===== config.mk =====
export PLATFORM = sky130hd
export DESIGN_NAME = alu_host_framer_flat
export DESIGN_NICKNAME = d
export VERILOG_FILES = /design/src/rtl/alu_host_framer_if.sv /design/src/rtl/alu_host_framer.sv /design/src/flat_wrapper.sv
export SDC_FILE = /design/constraint.sdc
export NUM_CORES = 1
export LEC_CHECK = 0
export CAP_MARGIN = 10
export CORE_MARGIN = 3
export CORE_UTILIZATION = 50
export CTS_CLUSTER_SIZE = 20
export DETAILED_ROUTE_END_ITERATION = 6
export PLACE_DENSITY = 0.81
export SETUP_SLACK_MARGIN = 0.1
export SLEW_MARGIN = 0
export SYNTH_ARGS = -nofsm -noshare
export SYNTH_HDL_FRONTEND = slang
export SYNTH_SLANG_ARGS = --single-unit

===== constraint.sdc =====
create_clock -name clk -period 2.5 [get_ports clk]
set_clock_uncertainty 0.05 [all_clocks]
set_input_delay 0.5 -clock clk [delete_from_list [all_inputs] [get_ports clk]]
set_output_delay 0.5 -clock clk [all_outputs]
set_load 0.03 [all_outputs]

===== src/rtl/alu_host_framer_if.sv =====
// Bundle of the command, operand, UART stream and response channels of
// alu_host_framer. The framer connects through the slave modport; the host
// or bench driving commands uses the master modport.
interface alu_host_framer_if #(
  parameter int MAX_OPERANDS_P = 4
);
  localparam int CW = $clog2(MAX_OPERANDS_P + 1);

  logic          cmd_valid_i;
  logic          cmd_ready_o;
  logic [7:0]    cmd_opcode_i;
  logic [CW-1:0] cmd_count_i;

  logic          opnd_valid_i;
  logic          opnd_ready_o;
  logic [31:0]   opnd_data_i;

  logic [7:0]    tx_tdata_o;
  logic          tx_tvalid_o;
  logic          tx_tready_i;

  logic [7:0]    rx_tdata_i;
  logic          rx_tvalid_i;
  logic          rx_tready_o;

  logic          rsp_valid_o;
  logic          rsp_ready_i;
  logic [31:0]   rsp_data_o;
  logic          rsp_error_o;

  logic          busy_o;

  modport slave (
    input  cmd_valid_i, cmd_opcode_i, cmd_count_i,
    input  opnd_valid_i, opnd_data_i,
    input  tx_tready_i,
    input  rx_tdata_i, rx_tvalid_i,
    input  rsp_ready_i,
    output cmd_ready_o, opnd_ready_o,
    output tx_tdata_o, tx_tvalid_o,
    output rx_tready_o,
    output rsp_valid_o, rsp_data_o, rsp_error_o,
    output busy_o
  );

  modport master (
    output cmd_valid_i, cmd_opcode_i, cmd_count_i,
    output opnd_valid_i, opnd_data_i,
    output tx_tready_i,
    output rx_tdata_i, rx_tvalid_i,
    output rsp_ready_i,
    input  cmd_ready_o, opnd_ready_o,
    input  tx_tdata_o, tx_tvalid_o,
    input  rx_tready_o,
    input  rsp_valid_o, rsp_data_o, rsp_error_o,
    input  busy_o
  );
endinterface


===== src/rtl/alu_host_framer.sv =====
// Host-side command framer for the UART ALU link.
// Serialises opcode, 0x00, 16-bit little-endian length and operand words
// (LSB byte first) onto the UART tx stream, then collects a 4-byte
// little-endian result from the rx stream.
// Optional feature: define ALU_HOST_TIMEOUT_EN to bound the response wait
// to TIMEOUT_CYCLES_P clocks (error response with partial data on expiry).
//
// state      | meaning
// -----------+-----------------------------------------------------------
// S_IDLE     | ready for a command; stray rx bytes are dropped
// S_HDR      | sending the 4 header bytes
// S_OPND     | taking operand words and sending each as 4 bytes
// S_WAIT_RSP | collecting the 4 result bytes from rx
// S_DONE     | result/error presented until the host takes it
module alu_host_framer #(
  parameter int MAX_OPERANDS_P   = 4,
  parameter int TIMEOUT_CYCLES_P = 1000000
) (
  input  logic               clk,
  input  logic               rst_n,
  alu_host_framer_if.slave   bus
);

  localparam int            CW      = $clog2(MAX_OPERANDS_P + 1);
  localparam logic [CW-1:0] MAX_CNT = CW'(MAX_OPERANDS_P);

  if (MAX_OPERANDS_P < 1 || TIMEOUT_CYCLES_P < 1) begin : g_param_check
    $error("alu_host_framer: MAX_OPERANDS_P and TIMEOUT_CYCLES_P must be >= 1");
  end

  typedef enum logic [2:0] {
    S_IDLE     = 3'd0,
    S_HDR      = 3'd1,
    S_OPND     = 3'd2,
    S_WAIT_RSP = 3'd3,
    S_DONE     = 3'd4
  } state_t;

  state_t        state;
  state_t        state_nxt;

  logic [7:0]    opcode_q;
  logic [CW-1:0] count_q;
  logic [CW-1:0] opnd_idx;
  logic [1:0]    hdr_idx;
  logic [1:0]    beat_idx;
  logic [1:0]    rx_cnt;
  logic [31:0]   word_q;
  logic          word_held;
  logic [31:0]   rsp_data_q;
  logic          rsp_err_q;
  logic [15:0]   pkt_len;

  logic          cmd_ready;
  logic          opnd_ready;
  logic          tx_valid;
  logic [7:0]    tx_data;
  logic          rx_ready;

  logic          cmd_fire;
  logic          cmd_ok;
  logic          opcode_ok;
  logic          opnd_fire;
  logic          tx_fire;
  logic          rx_fire;
  logic          last_beat;
  logic          tmo_hit;

  assign cmd_fire  = bus.cmd_valid_i & cmd_ready;
  assign opnd_fire = bus.opnd_valid_i & opnd_ready;
  assign tx_fire   = tx_valid & bus.tx_tready_i;
  assign rx_fire   = bus.rx_tvalid_i & rx_ready;

  assign opcode_ok = (bus.cmd_opcode_i == 8'hA8) ||
                     (bus.cmd_opcode_i == 8'hAD) ||
                     (bus.cmd_opcode_i == 8'hAE);
  assign cmd_ok    = opcode_ok && (bus.cmd_count_i != '0) &&
                     (bus.cmd_count_i <= MAX_CNT);

  // 4 bytes of header plus 4 bytes per operand; cannot wrap for any sane MAX
  assign pkt_len   = 16'd4 + (16'(count_q) << 2);

  assign last_beat = (beat_idx == 2'd3) && (opnd_idx == (count_q - CW'(1)));

`ifdef ALU_HOST_TIMEOUT_EN
  localparam logic [31:0] TMO_LAST = 32'(TIMEOUT_CYCLES_P - 1);

  logic [31:0] tmo_cnt;

  // Response watchdog: reloads outside WAIT_RSP and on every rx byte, so it
  // only expires after TIMEOUT_CYCLES_P consecutive silent cycles.
  always_ff @(posedge clk or negedge rst_n) begin
    if (!rst_n) begin
      tmo_cnt <= TMO_LAST;
    end else if (state != S_WAIT_RSP || rx_fire) begin
      tmo_cnt <= TMO_LAST;
    end else if (tmo_cnt != 32'd0) begin
      tmo_cnt <= tmo_cnt - 32'd1;
    end
  end

  assign tmo_hit = (state == S_WAIT_RSP) && !rx_fire && (tmo_cnt == 32'd0);
`else
  assign tmo_hit = 1'b0;
`endif

  // State register
  always_ff @(posedge clk or negedge rst_n) begin
    if (!rst_n) state <= S_IDLE;
    else        state <= state_nxt;
  end

  // Next-state decode
  always_comb begin
    state_nxt = state;
    case (state)
      S_IDLE:     if (cmd_fire) state_nxt = cmd_ok ? S_HDR : S_DONE;
      S_HDR:      if (tx_fire && hdr_idx == 2'd3) state_nxt = S_OPND;
      S_OPND:     if (tx_fire && last_beat) state_nxt = S_WAIT_RSP;
      S_WAIT_RSP: begin
        if (rx_fire && rx_cnt == 2'd3) state_nxt = S_DONE;
        else if (tmo_hit)              state_nxt = S_DONE;
      end
      S_DONE:     if (bus.rsp_ready_i) state_nxt = S_IDLE;
      default:    state_nxt = S_IDLE;
    endcase
  end

  // Outputs decoded from state; tx_valid follows state so an async reset
  // drops it immediately.
  always_comb begin
    cmd_ready  = (state == S_IDLE);
    opnd_ready = (state == S_OPND) && !word_held;
    tx_valid   = (state == S_HDR) || ((state == S_OPND) && word_held);
    rx_ready   = (state != S_DONE);
    tx_data    = 8'h00;
    if (state == S_HDR) begin
      case (hdr_idx)
        2'd0:    tx_data = opcode_q;
        2'd1:    tx_data = 8'h00;
        2'd2:    tx_data = pkt_len[7:0];
        default: tx_data = pkt_len[15:8];
      endcase
    end else if (state == S_OPND) begin
      tx_data = word_q[{beat_idx, 3'b000} +: 8];
    end
  end

  assign bus.cmd_ready_o  = cmd_ready;
  assign bus.opnd_ready_o = opnd_ready;
  assign bus.tx_tvalid_o  = tx_valid;
  assign bus.tx_tdata_o   = tx_data;
  assign bus.rx_tready_o  = rx_ready;
  assign bus.rsp_valid_o  = (state == S_DONE);
  assign bus.rsp_data_o   = rsp_data_q;
  assign bus.rsp_error_o  = rsp_err_q;
  assign bus.busy_o       = (state != S_IDLE);

  // Datapath: command latch, byte indices, held operand word, result assembly
  always_ff @(posedge clk or negedge rst_n) begin
    if (!rst_n) begin
      opcode_q   <= 8'h00;
      count_q    <= '0;
      opnd_idx   <= '0;
      hdr_idx    <= 2'd0;
      beat_idx   <= 2'd0;
      rx_cnt     <= 2'd0;
      word_q     <= 32'd0;
      word_held  <= 1'b0;
      rsp_data_q <= 32'd0;
      rsp_err_q  <= 1'b0;
    end else begin
      case (state)
        S_IDLE: begin
          if (cmd_fire) begin
            opcode_q   <= bus.cmd_opcode_i;
            count_q    <= bus.cmd_count_i;
            opnd_idx   <= '0;
            hdr_idx    <= 2'd0;
            beat_idx   <= 2'd0;
            rx_cnt     <= 2'd0;
            word_held  <= 1'b0;
            rsp_data_q <= 32'd0;
            rsp_err_q  <= !cmd_ok;
          end
        end
        S_HDR: begin
          if (tx_fire) hdr_idx <= hdr_idx + 2'd1;
        end
        S_OPND: begin
          if (opnd_fire) begin
            word_q    <= bus.opnd_data_i;
            word_held <= 1'b1;
            beat_idx  <= 2'd0;
          end else if (tx_fire) begin
            beat_idx <= beat_idx + 2'd1;
            if (beat_idx == 2'd3) begin
              word_held <= 1'b0;
              opnd_idx  <= opnd_idx + CW'(1);
            end
            if (last_beat) rx_cnt <= 2'd0;
          end
        end
        S_WAIT_RSP: begin
          if (rx_fire) begin
            rsp_data_q[{rx_cnt, 3'b000} +: 8] <= bus.rx_tdata_i;
            rx_cnt <= rx_cnt + 2'd1;
            if (rx_cnt == 2'd3) rsp_err_q <= 1'b0;
          end else if (tmo_hit) begin
            rsp_err_q <= 1'b1;
          end
        end
        default: ;
      endcase
    end
  end

endmodule

===== src/flat_wrapper.sv =====
// flat-port wrapper written by rule: the top's interface ports become plain ports
module alu_host_framer_flat 
#(
  parameter int MAX_OPERANDS_P   = 4,
  parameter int TIMEOUT_CYCLES_P = 1000000
)
  (clk, rst_n, bus_cmd_valid_i, bus_cmd_opcode_i, bus_cmd_count_i, bus_opnd_valid_i, bus_opnd_data_i, bus_tx_tready_i, bus_rx_tdata_i, bus_rx_tvalid_i, bus_rsp_ready_i, bus_cmd_ready_o, bus_opnd_ready_o, bus_tx_tdata_o, bus_tx_tvalid_o, bus_rx_tready_o, bus_rsp_valid_o, bus_rsp_data_o, bus_rsp_error_o, bus_busy_o);
  alu_host_framer_if #(.MAX_OPERANDS_P(MAX_OPERANDS_P)) bus_i ();
  input  logic clk;
  input  logic rst_n;
  input wire logic [$bits(bus_i.cmd_valid_i)-1:0] bus_cmd_valid_i;
  input wire logic [$bits(bus_i.cmd_opcode_i)-1:0] bus_cmd_opcode_i;
  input wire logic [$bits(bus_i.cmd_count_i)-1:0] bus_cmd_count_i;
  input wire logic [$bits(bus_i.opnd_valid_i)-1:0] bus_opnd_valid_i;
  input wire logic [$bits(bus_i.opnd_data_i)-1:0] bus_opnd_data_i;
  input wire logic [$bits(bus_i.tx_tready_i)-1:0] bus_tx_tready_i;
  input wire logic [$bits(bus_i.rx_tdata_i)-1:0] bus_rx_tdata_i;
  input wire logic [$bits(bus_i.rx_tvalid_i)-1:0] bus_rx_tvalid_i;
  input wire logic [$bits(bus_i.rsp_ready_i)-1:0] bus_rsp_ready_i;
  output wire logic [$bits(bus_i.cmd_ready_o)-1:0] bus_cmd_ready_o;
  output wire logic [$bits(bus_i.opnd_ready_o)-1:0] bus_opnd_ready_o;
  output wire logic [$bits(bus_i.tx_tdata_o)-1:0] bus_tx_tdata_o;
  output wire logic [$bits(bus_i.tx_tvalid_o)-1:0] bus_tx_tvalid_o;
  output wire logic [$bits(bus_i.rx_tready_o)-1:0] bus_rx_tready_o;
  output wire logic [$bits(bus_i.rsp_valid_o)-1:0] bus_rsp_valid_o;
  output wire logic [$bits(bus_i.rsp_data_o)-1:0] bus_rsp_data_o;
  output wire logic [$bits(bus_i.rsp_error_o)-1:0] bus_rsp_error_o;
  output wire logic [$bits(bus_i.busy_o)-1:0] bus_busy_o;
  assign bus_i.cmd_valid_i = bus_cmd_valid_i;
  assign bus_i.cmd_opcode_i = bus_cmd_opcode_i;
  assign bus_i.cmd_count_i = bus_cmd_count_i;
  assign bus_i.opnd_valid_i = bus_opnd_valid_i;
  assign bus_i.opnd_data_i = bus_opnd_data_i;
  assign bus_i.tx_tready_i = bus_tx_tready_i;
  assign bus_i.rx_tdata_i = bus_rx_tdata_i;
  assign bus_i.rx_tvalid_i = bus_rx_tvalid_i;
  assign bus_i.rsp_ready_i = bus_rsp_ready_i;
  assign bus_cmd_ready_o = bus_i.cmd_ready_o;
  assign bus_opnd_ready_o = bus_i.opnd_ready_o;
  assign bus_tx_tdata_o = bus_i.tx_tdata_o;
  assign bus_tx_tvalid_o = bus_i.tx_tvalid_o;
  assign bus_rx_tready_o = bus_i.rx_tready_o;
  assign bus_rsp_valid_o = bus_i.rsp_valid_o;
  assign bus_rsp_data_o = bus_i.rsp_data_o;
  assign bus_rsp_error_o = bus_i.rsp_error_o;
  assign bus_busy_o = bus_i.busy_o;
  alu_host_framer #(.MAX_OPERANDS_P(MAX_OPERANDS_P), .TIMEOUT_CYCLES_P(TIMEOUT_CYCLES_P)) u_core (.clk(clk), .rst_n(rst_n), .bus(bus_i));
endmodule

==> impl.org, run 1 <==
** Run status
- Outcome :: finished, final reports clean

** Yosys
- Top-count cell post-synth :: dfrtp_1
- Proportion of synthesized flip-flops having asynchronous set or reset :: 1.00
- Count of state elements after synthesis :: 89
- Synthesis produced a netlist with a net count of 455.
- Post-Syn Area per Cell :: 11.3 µm²
- The netlist uses 52 different library cells.
- Netlist area before placement :: 4340 µm²
- Main flop type after synthesis :: dfrtp_1
- Top-area cell type share of the netlist area :: 0.513
- Cells after synthesis :: 385
- Syn. warnings :: 0
- Cell type contributing the most total cell area after synthesis :: dfrtp_1
- Number of flops mapped to enable cells by yosys :: 0
- Main area contributors after synthesis :: dfrtp_1 51%, mux2_2 8.6%, nand2_1 4.2%
- Ranked by instance count, the synthesized netlist is headed by 89 x dfrtp_1, 49 x nand2_1, 33 x mux2_2.
- For this run, the register share of the synthesized area comes to 0.513.

** Run
- Reported max-cap violation count :: 0

** Setup path
- STA puts the critical path data arrival time at 1.90 ns.
- CP max FO :: 5
- WS Path Type :: register to output pin
- Worst Setup Start Kind :: register
- Data on the critical path is required at its endpoint by 1.95 ns.
- The worst setup path is captured at an output pin.

** Hold path
- In this run the worst hold path is classified as input pin to asynchronous set/reset pin.

** Die
- Initial Util :: 0.520
- The die is 99.2 µm tall.
- In this run the standard cell core region covers 8340 µm².
- From left edge to right edge, the die measures 99.2 µm.
- Cell Rows :: 33
- In this run the count of I/O pins placed on the die edge is 105.
- The die covers 9830 µm².

** Detailed routing
- Remaining design rule violation count :: 0
- Initial DRC count :: 165
- Detailed-route wire length per cell :: 17.4 µm
- Total Wirelength :: 10.7 mm
- DRT antenna net count :: 0
- DRT Pass-1 Iters :: 4
- Count of vias placed by the detailed router :: 3465
- Vias per cell :: 5.64

** GRT
- Global routing finished with a remaining overflow of 0.
- Number of global-route vias before repair :: 3594
- Largest net degree at the start of global routing :: 47
- Overall fraction of global-route tracks in use :: 0.226
- Number of antenna violations at the first check in global routing :: 0
- Global-route wire length before repair :: 17.7 mm

** Pwr
- Register share of total power :: 0.466
- The internal portion of the total power is 2.94 mW.
- Psw :: 1.40 mW
- Switching fraction of total power :: 0.322
- Max IR drop VDD :: 0.417 mV
- Clk network pwr share :: 0.232
- Combinational cell fraction of total power :: 0.302
- Power spread over the standard cell area amounts to 740 nW/µm².
- Leakage :: 2.66 nW

** Clock tree
- Clock Root Buffer :: clkbuf_8
- TritonCTS clock tree :: done
- Clock Latency Late Sink :: 0.36 ns
- CTS saw 89 sinks.
- In this run the number of H-tree levels came out at 3.
- Clock transition at path regs :: 0.09 ns
- Clock Tree Buf Depth :: 2
- Num CTS Buffers :: 9

** STA
- Clock period minus worst slack :: 2.45 ns
- Worst slack on hold paths :: 0.0688 ns
- Final number of setup-violating endpoints :: 0
- Setup repair after global routing missed its margin :: yes
- The number of slew-limit violations in the final report is 0.
- Slew at the pin closest to its max-slew limit :: 0.760 ns
- Worst slew margin relative to its limit :: 0.489
- In the final timing run, aggregate negative setup slack is 0 ns.
- Final worst-path cycle share :: 0.979
- Max Fclk :: 0.409 GHz
- The count of endpoints failing hold in the final timing report came to 0.

** Finish
- Relative to the synthesized area, the layout overhead comes to 35.2%.
- For this run, the post-layout net count is 574.
- The layout has 564 filler cells.
- Fraction of final layout cells with drive strength greater than 1 :: 0.200
- Final antenna diode count :: 0

** Placed design
- # port buffers :: 104
- Detailed-placement wirelength estimate :: 7.79 mm
- At the end of routability-driven placement, the weighted congestion stood at 0.831.
layout make-up:
class	count	area (µm²)	area share
repair buffers	127	1270	0.217
multi-input cells	249	1930	0.329
well taps	105	131	0.0224
flip-flops and latches	89	2230	0.380
clock inverters	5	63.8	0.0109
inverters	28	105	0.0179
clock buffers	11	131	0.0224
timing repair:
action / 4_1_cts / 5_1_grt
buffers inserted: 1 / 3
cloned: 0 / 1
hold buffers: 0 / 0
setup endpoints to repair: 13 / 9
pin swaps: 0 / 2
endpoints found under the hold margin: 0 / 0
gates resized for setup: 9 / 14
per-stage QoR:
step	instance area (µm²)	worst slack, ns	util	power [mW]	cells
after floorplan	4340	0.316	-	2.86	385
after global placement	5560	0.232	0.667	3.30	593
after detailed placement	5560	0.145	0.667	3.37	593
after CTS	5770	0.0328	0.692	4.35	610
after global routing	5870	-0.000814	0.704	4.59	614
final	5870	0.0537	0.704	4.34	614
final timing paths:
| path | startpoint | end | slack [ns] | cells past startpoint |
|---|---|---|---|---|
| worst max-delay path | u_core.beat_idx[0] | bus_tx_tdata_o[2] | 0.05 | 4 |
| worst min-delay path | rst_n | u_core.word_q[17] | 0.07 | 1 |
| worst max register to register | u_core.count_q[0] | u_core.rx_cnt[0] | 0.27 | 6 |
| worst min register to register | u_core.opcode_q[3] | u_core.opcode_q[3] | 0.44 | 2 |
| max in group asynchronous | rst_n | u_core.state[1] | 1.67 | 2 |
| min in group clk | u_core.opcode_q[3] | u_core.opcode_q[3] | 0.44 | 2 |
cells by family after synthesis:
group | after synthesis | synth area share
and+or+nand+nor | 113 | 0.138
DFF | 89 | 0.513
AOI/OAI and AO/OA | 74 | 0.120
buffers and inverters | 47 | 0.0441
muxes | 45 | 0.136
adders and majority gates | 12 | 0.0346
xor gates and xnor gates | 5 | 0.0135
metal layers:
layer	global-route usage	vias up	share of wire
li1	-	1609	-
met1	0.299	1733	0.42
met2	0.365	102	0.49
met3	0.0624	21	0.067
met4	0.0725	0	0.024
met5	0	-	0
registers in the layout, indices dropped and copies added (netlist names):
name and flops:
u_core.bus.rsp_data_o 32, u_core.word_q 32, u_core.opcode_q 8, u_core.count_q 3, u_core.opnd_idx 3, u_core.state 3, u_core.beat_idx 2, u_core.hdr_idx 2
u_core.rx_cnt 2, u_core.bus.rsp_error_o 1, u_core.word_held 1
power groups by stage:
stage               combinational [mW]  sequential (mW)  clock (mW)
floorplan                        0.883             1.98           0
global placement                  1.29             2.01           0
detailed placement                1.33             2.04           0
CTS                               1.32             2.01        1.02
global route                      1.44             2.06        1.09
finish                            1.31             2.02        1.01
cells in the final DEF (no fill, tap or decap), types with 3 or more instances in the layout:
cell type / instances
mux2_2: 33
nand2b_1: 3
a22o_1: 19
o211ai_1: 3
a21oi_1: 4
nand3b_1: 3
a221o_1: 3
inv_1: 28
nor2_1: 8
dlygate4sd2_1: 4
buf_12: 3
ha_1: 12
nand3_1: 26
clkdlybuf4s50_1: 89
buf_6: 9
nand4_1: 5
nand2_1: 48
dfrtp_1: 87
xnor2_1: 3
o21ai_0: 27
clkbuf_8: 9
mux4_2: 8
a21o_1: 4
buf_4: 20
mux2i_1: 4
critical path: stages (launching register included):
cell and delay, ns:
dfrtp_2 0.43, buf_12 0.14, mux4_2 0.50, a221o_1 0.32, buf_6 0.14
(Power assumes the default switching activity.)
==> run 2, diff against run 1 <==
--- a/config.mk
+++ b/config.mk
@@ -16,3 +16,4 @@
 export SYNTH_ARGS = -nofsm -noshare
 export SYNTH_HDL_FRONTEND = slang
 export SYNTH_SLANG_ARGS = --single-unit
+export TNS_END_PERCENT = 50
==> impl.org, run 2 (synthesized netlist as in run 1, its figures left out) <==
** Run status
- Outcome :: finished, final reports clean

** Die
- Area of the placeable core :: 8340 µm² (unchanged)
- Initial Util :: 0.520 (unchanged)
- Ports placed on the boundary :: 105 (unchanged)
- Cell Rows :: 33 (unchanged)
- Die height :: 99.2 µm (unchanged)
- The area of the die was 9830 µm² (unchanged).
- Width of the chip :: 99.2 µm (unchanged)

** GRT
- Number of global-route vias before repair :: 3598 (+0.11%)
- Global-route wire length before repair :: 17.7 mm (about the same)
- The number of antenna violations at the first check in global routing came to 0 (unchanged).
- The pin count of the biggest net entering global routing came to 47 (unchanged).
- The overall routing resource usage came to 0.227 (about the same).
- The final global-route overflow total is 0 (unchanged).

** Finish
- The number of diodes added for antenna fixing is 0 (unchanged).
- Final net count :: 574 (unchanged)
- The final standard cell utilization of the core came to 0.704 (+0.000900).
- The number of fill cells in the layout is 562 (-0.35%).
- The library cell used most frequently in the layout, excluding fill and tap cells, is clkdlybuf4s50_1.
- P&R area growth vs syn :: 35.4%
- Most used cells in the layout excluding fill and tap cells :: 89 x clkdlybuf4s50_1, 87 x dfrtp_1, 48 x nand2_1
- Fraction of final layout cells with drive strength greater than 1 :: 0.200 (unchanged)

** Run
- The count of maximum capacitance violations came to 0 (unchanged).

** Clock tree
- The clock transition at the registers of the reported paths was 0.09 ns (about the same).
- Total clock sinks :: 89 (unchanged)
- Clock Latency Late Sink :: 0.36 ns (about the same)
- The depth of the CTS H-tree was 3 (unchanged).
- The buffer levels on the longest clock path came to 2 (unchanged).
- TritonCTS clock tree :: done
- Hold buffers post-CTS :: 0 (unchanged)
- Num CTS Buffers :: 9 (unchanged)
- Clock Root Buffer :: clkbuf_8

** Setup path
- The setup path with the least slack is of type register to output pin.
- The count of buffer and inverter cells on the critical path was 2 (unchanged).
- Worst reg2reg endpoint :: u_core.rx_cnt[0]
- The data arrival time of the worst path is 1.90 ns (about the same).
- The worst register-to-register path begins at u_core.count_q[0].
- The highest cell delay on the worst timing path was 0.51 ns (about the same).
- Capturing element type of the critical path :: output pin
- The worst endpoint required time came to 1.95 ns (about the same).
- The maximum fanout along the worst path was 5 (unchanged).
- The cell family contributing the most delay on the critical path is multiplexers.
- Worst R2R Setup Slack :: 0.26 ns (about the same)
- Walking the worst path, the cells encountered are buf_12, mux4_2, a221o_1, buf_6.
- Worst Setup Start Kind :: register
- Worst reg-to-reg path cell count :: 6 (unchanged)
- Critical-path top delay cell :: mux4_2

** Detailed routing
- Count of vias placed by the detailed router :: 3469 (+0.12%)
- Initial DRC count :: 156 (-5.5%)
- DRT Pass-1 Iters :: 4 (unchanged)
- Detailed-route wire length per cell :: 17.4 µm (-0.11%)
- The remaining routing DRC violations is 0 (unchanged).
- The average via count per standard cell is 5.65 (+0.12%).
- DRT antenna net count :: 0 (unchanged)
- Total Wirelength :: 10.7 mm (-0.11%)

** STA
- Worst slack on hold paths :: 0.0661 ns (-0.00265 ns)
- The slack of the critical path came to 0.0544 ns (+0.000695 ns).
- The post-route setup TNS was 0 ns (unchanged).
- Max Fclk :: 0.409 GHz (about the same)
- The number of slew-limit violations in the final report is 0 (unchanged).
- The relative slew slack was 0.489 (unchanged).
- Final worst-path cycle share :: 0.978 (about the same)
- Final number of setup-violating endpoints :: 0 (unchanged)
- The pin slew with the least headroom to its limit is 0.760 ns (unchanged).
- Setup repair after global routing missed its margin :: yes
- The count of endpoints failing hold in the final timing report came to 0 (unchanged).
- The clock period minus worst slack is 2.45 ns (-0.000695 ns).

** Placed design
- Worst slack at placement :: 0.145 ns (unchanged)
- Detailed-placement wirelength estimate :: 7.79 mm (unchanged)
- The count of port buffers added during placement was 104 (unchanged).
- RD Place Congestion :: 0.831 (unchanged)

** Hold path
- The worst hold path belongs to the class input pin to asynchronous set/reset pin.

** Pwr
- Power per cell area :: 741 nW/µm² (+0.13%)
- Overall power of the completed layout :: 4.35 mW (+0.25%)
- Leakage :: 2.68 nW (+0.65%)
- Max IR drop VDD :: 0.417 mV (about the same)
==> run 2: cell count changes in the layout (fill, tap and decap cells not counted) <==
cell / delta
dlygate4sd2_1: -2
dlymetal6s2s_1: +2
==> run 2: metal layers <==
metal | routed length [µm] | up-vias | track usage | part of all wire
met4 | 252 | 0 | 0.0725 | 0.024
li1 | - | 1609 | - | -
met1 | 4480 | 1732 | 0.300 | 0.42
met3 | 727 | 21 | 0.0624 | 0.068
met5 | 0 | - | 0 | 0
met2 | 5190 | 107 | 0.365 | 0.49
==> run 2: worst max-delay path by stage <==
stage                        from                        end  slack, ns  cells after the start
2_1_floorplan     u_core.state[0]                 bus_busy_o       0.32                      4
3_3_place_gp      bus_cmd_valid_i  u_core.bus.rsp_data_o[13]       0.23                      5
3_5_place_dp      bus_cmd_valid_i  u_core.bus.rsp_data_o[14]       0.14                      5
4_1_cts           u_core.state[2]                 bus_busy_o       0.03                      4
5_1_grt        u_core.beat_idx[0]          bus_tx_tdata_o[5]    -0.0008                      4
6_report       u_core.beat_idx[0]          bus_tx_tdata_o[5]       0.05                      4
==> run 2: stage by stage <==
step	instances	area [µm²]
floorplan	385	4340
global placement	593	5560
detailed placement	593	5560
CTS	610	5780
global route	614	5880
finish	614	5880
==> run 2: power breakdown <==
part | total (mW) | internal (mW) | switching (mW)
Combinational | 1.32 | 0.681 | 0.643
Sequential | 2.02 | 1.80 | 0.219
Clock | 1.01 | 0.470 | 0.536
==> run 2: cell type report <==
type,count,area [µm²],share of cell area
Sequential cell,89,2230,0.379
Multi-Input combinational cell,249,1930,0.329
Timing Repair Buffer,127,1280,0.218
Clock buffer,11,131,0.0224
Tap cell,105,131,0.0224
Inverter,28,105,0.0179
Clock inverter,5,63.8,0.0109
==> run 2: what timing repair did <==
| item | in CTS | in global routing |
|---|---|---|
| cloned | 0 | 1 |
| buffers inserted | 1 | 3 |
| resized for setup | 7 | 16 |
| setup endpoints to repair | 13 | 11 |
| pin swaps | 0 | 4 |
==> run 3, diff against run 2 <==
--- a/config.mk
+++ b/config.mk
@@ -5,11 +5,13 @@
 export SDC_FILE = /design/constraint.sdc
 export NUM_CORES = 1
 export LEC_CHECK = 0
+export ABC_CLOCK_PERIOD_IN_PS = 2500
 export CAP_MARGIN = 10
 export CORE_MARGIN = 3
 export CORE_UTILIZATION = 50
 export CTS_CLUSTER_SIZE = 20
 export DETAILED_ROUTE_END_ITERATION = 6
+export HOLD_SLACK_MARGIN = 0.15
 export PLACE_DENSITY = 0.81
 export SETUP_SLACK_MARGIN = 0.1
 export SLEW_MARGIN = 0
==> impl.org, run 3 (synthesized netlist as in run 1, its figures left out) <==
** Run status
- The run finished with clean final reports.

** Finish
- Final antenna diode count :: 0 (unchanged)
- The total number of nets in the final design was 575 (+0.17%).
- P&R area growth vs syn :: 35.6%
- The final standard cell utilization of the core was 0.706 (+0.00120).
- Most used cells in the layout excluding fill and tap cells :: 89 x clkdlybuf4s50_1, 87 x dfrtp_1, 48 x nand2_1
- Fraction of final layout cells with drive strength greater than 1 :: 0.200 (-0.000393)
- The library cell used most frequently in the layout, excluding fill and tap cells, is clkdlybuf4s50_1.
- Final design area excluding fillers :: 5890 µm² (+0.17%)

** Detailed routing
- The average routed wire per standard cell came to 17.3 µm (-0.31%).
- The count of TritonRoute iterations in the first routing pass is 4 (unchanged).
- Remaining design rule violation count :: 0 (unchanged)
- DRT antenna net count :: 0 (unchanged)
- Count of vias placed by the detailed router :: 3458 (-0.32%)
- Vias per cell :: 5.62 (-0.48%)
- Total Wirelength :: 10.6 mm (-0.15%)
- Initial DRC count :: 172 (+10%)

** GRT
- Overall fraction of global-route tracks in use :: 0.226 (about the same)
- The number of antenna violations at the first check in global routing came to 0 (unchanged).
- The number of global-route vias before repair is 3604 (+0.17%).
- GR Layer Usage met3 :: 0.0624 (unchanged)
- The layer flagged by global routing as most heavily used is met2.
- The met1 capacity usage during global routing was 0.300 (+0.000468).
- Largest net degree at the start of global routing :: 47 (unchanged)
- The met2 track utilization from global routing came to 0.364 (-0.00103).
- Overflow after GRT :: 0 (unchanged)
- The wire length of the first global-routing pass is 17.7 mm (about the same).

** STA
- The number of slew-limit violations in the final report came to 0 (unchanged).
- Clock period minus worst slack :: 2.45 ns (-0.000400 ns)
- The number of setup violations in the final report is 0 (unchanged).
- Least setup slack across all paths after layout :: 0.0548 ns (+0.000400 ns)
- Worst slew margin relative to its limit :: 0.489 (about the same)
- Max Fclk :: 0.409 GHz (about the same)
- Setup repair after global routing could not meet its margin everywhere.
- The count of endpoints failing hold in the final timing report was 0 (unchanged).
- Slew at the pin closest to its max-slew limit :: 0.760 ns (-0.000666 ns)
- The final clock period utilization by the worst path came to 0.978 (about the same).

** Pwr
- Overall power of the completed layout :: 4.35 mW (about the same)
- The cell leakage power came to 2.69 nW (+0.16%).
- Power per cell area :: 739 nW/µm² (-0.18%)
- Max IR drop VDD :: 0.417 mV (about the same)

** Clock tree
- Clock Latency Late Sink :: 0.36 ns (about the same)
- Clock Tree Buf Depth :: 2 (unchanged)
- The depth of the CTS H-tree came to 3 (unchanged).
- Clock Root Buffer :: clkbuf_8
- Num CTS Buffers :: 9 (unchanged)
- The TritonCTS sink count was 89 (unchanged).
- TritonCTS built the clock tree.
- The clock transition at the registers of the reported paths was 0.09 ns (about the same).

** Placed design
- # port buffers :: 104 (unchanged)
- Detailed-placement wirelength estimate :: 7.79 mm (unchanged)
- The last weighted congestion value of the routability-driven placer is 0.831 (unchanged).
- Worst slack at placement :: 0.145 ns (unchanged)
- The cell area after placement was 5560 µm² (unchanged).

** Setup path
- STA classifies the critical path endpoint as an output pin.
- CP Buf/Inv Count :: 2 (unchanged)
- Critical Path AT :: 1.90 ns (about the same)
- Worst Setup Start Kind :: register
- WS Path Type :: register to output pin
- Crit-path max cell delay :: 0.51 ns (about the same)
- The maximum fanout along the worst path was 5 (unchanged).
- Crit path required time :: 1.95 ns (about the same)
- Cell family contributing the most delay on the critical path :: multiplexers
- Traced cell by cell, the critical path runs through buf_12, mux4_2, a221o_1, buf_6.
- The largest individual stage delay along the critical path comes from the cell mux4_2.

** Die
- The vertical die dimension came to 99.2 µm (unchanged).
- Cell Rows :: 33 (unchanged)
- The core region area is 8340 µm² (unchanged).
- The area of the die was 9830 µm² (unchanged).
- The initial core utilization was 0.520 (unchanged).
- The die width was 99.2 µm (unchanged).
- Ports placed on the boundary :: 105 (unchanged)

** Hold path
- The path class of the tightest hold or removal check is register to register.

** Run
- Reported max-cap violation count :: 0 (unchanged)
run 3: power breakdown:
part           internal, mW  switching [mW]
sequential             1.80           0.217
clock                 0.471           0.538
combinational         0.682           0.641
run 3: per-stage QoR:
step | TNS, ns | cells | hold slack (ns)
after floorplan | 0 | 385 | 0.154
after global placement | 0 | 593 | 0.408
after detailed placement | 0 | 593 | 0.414
after CTS | 0 | 611 | 0.435
after global routing | -0.00125 | 615 | 0.474
final | 0 | 615 | 0.435
run 3: layout make-up:
class	instances	area [µm²]
clock buffer	11	131
fill	561	2450
timing repair buffer	128	1290
tap	105	131
inverter	28	105
clock inverter	5	63.8
multi-input combinational	249	1930
sequential	89	2230
run 3: worst reg2reg max path: cells and delay by family, from the launching register on:
| kind | cells | cell delay, ns |
|---|---|---|
| simple gates | 1 | 0.22 |
| flops | 1 | 0.46 |
| xor+xnor | 1 | 0.14 |
| compound gates | 1 | 0.46 |
| buf+inv | 1 | 0.09 |
| mux | 1 | 0.32 |
| fa+ha+maj | 1 | 0.34 |
run 3: metal layers:
metal,vias to the layer above,share of wire
li1,1611,-
met1,1726,0.43
met2,101,0.49
met3,20,0.066
met4,0,0.022
met5,-,0
run 3: worst paths after layout:
check / slack (ns) / cells past startpoint / to / from
hold reg to reg: 0.44 / 2 / u_core.opcode_q[3] / u_core.opcode_q[3]
setup / recovery: 0.05 / 4 / bus_tx_tdata_o[5] / u_core.beat_idx[0]
min in group asynchronous: 0.61 / 2 / u_core.word_q[17] / rst_n
hold / removal: 0.44 / 2 / u_core.opcode_q[3] / u_core.opcode_q[3]
setup reg to reg: 0.31 / 6 / u_core.rx_cnt[0] / u_core.count_q[0]
max in group asynchronous: 1.13 / 3 / u_core.state[1] / rst_n
run 3: timing repair:
| action | CTS | global route |
|---|---|---|
| hold buffers | 1 | 0 |
| gates resized for setup | 7 | 16 |
| gates cloned | 0 | 1 |
| setup buffers | 1 | 3 |
| pin swaps | 0 | 4 |
| setup endpoints to repair | 13 | 11 |
| hold endpoints to repair | 43 | 0 |
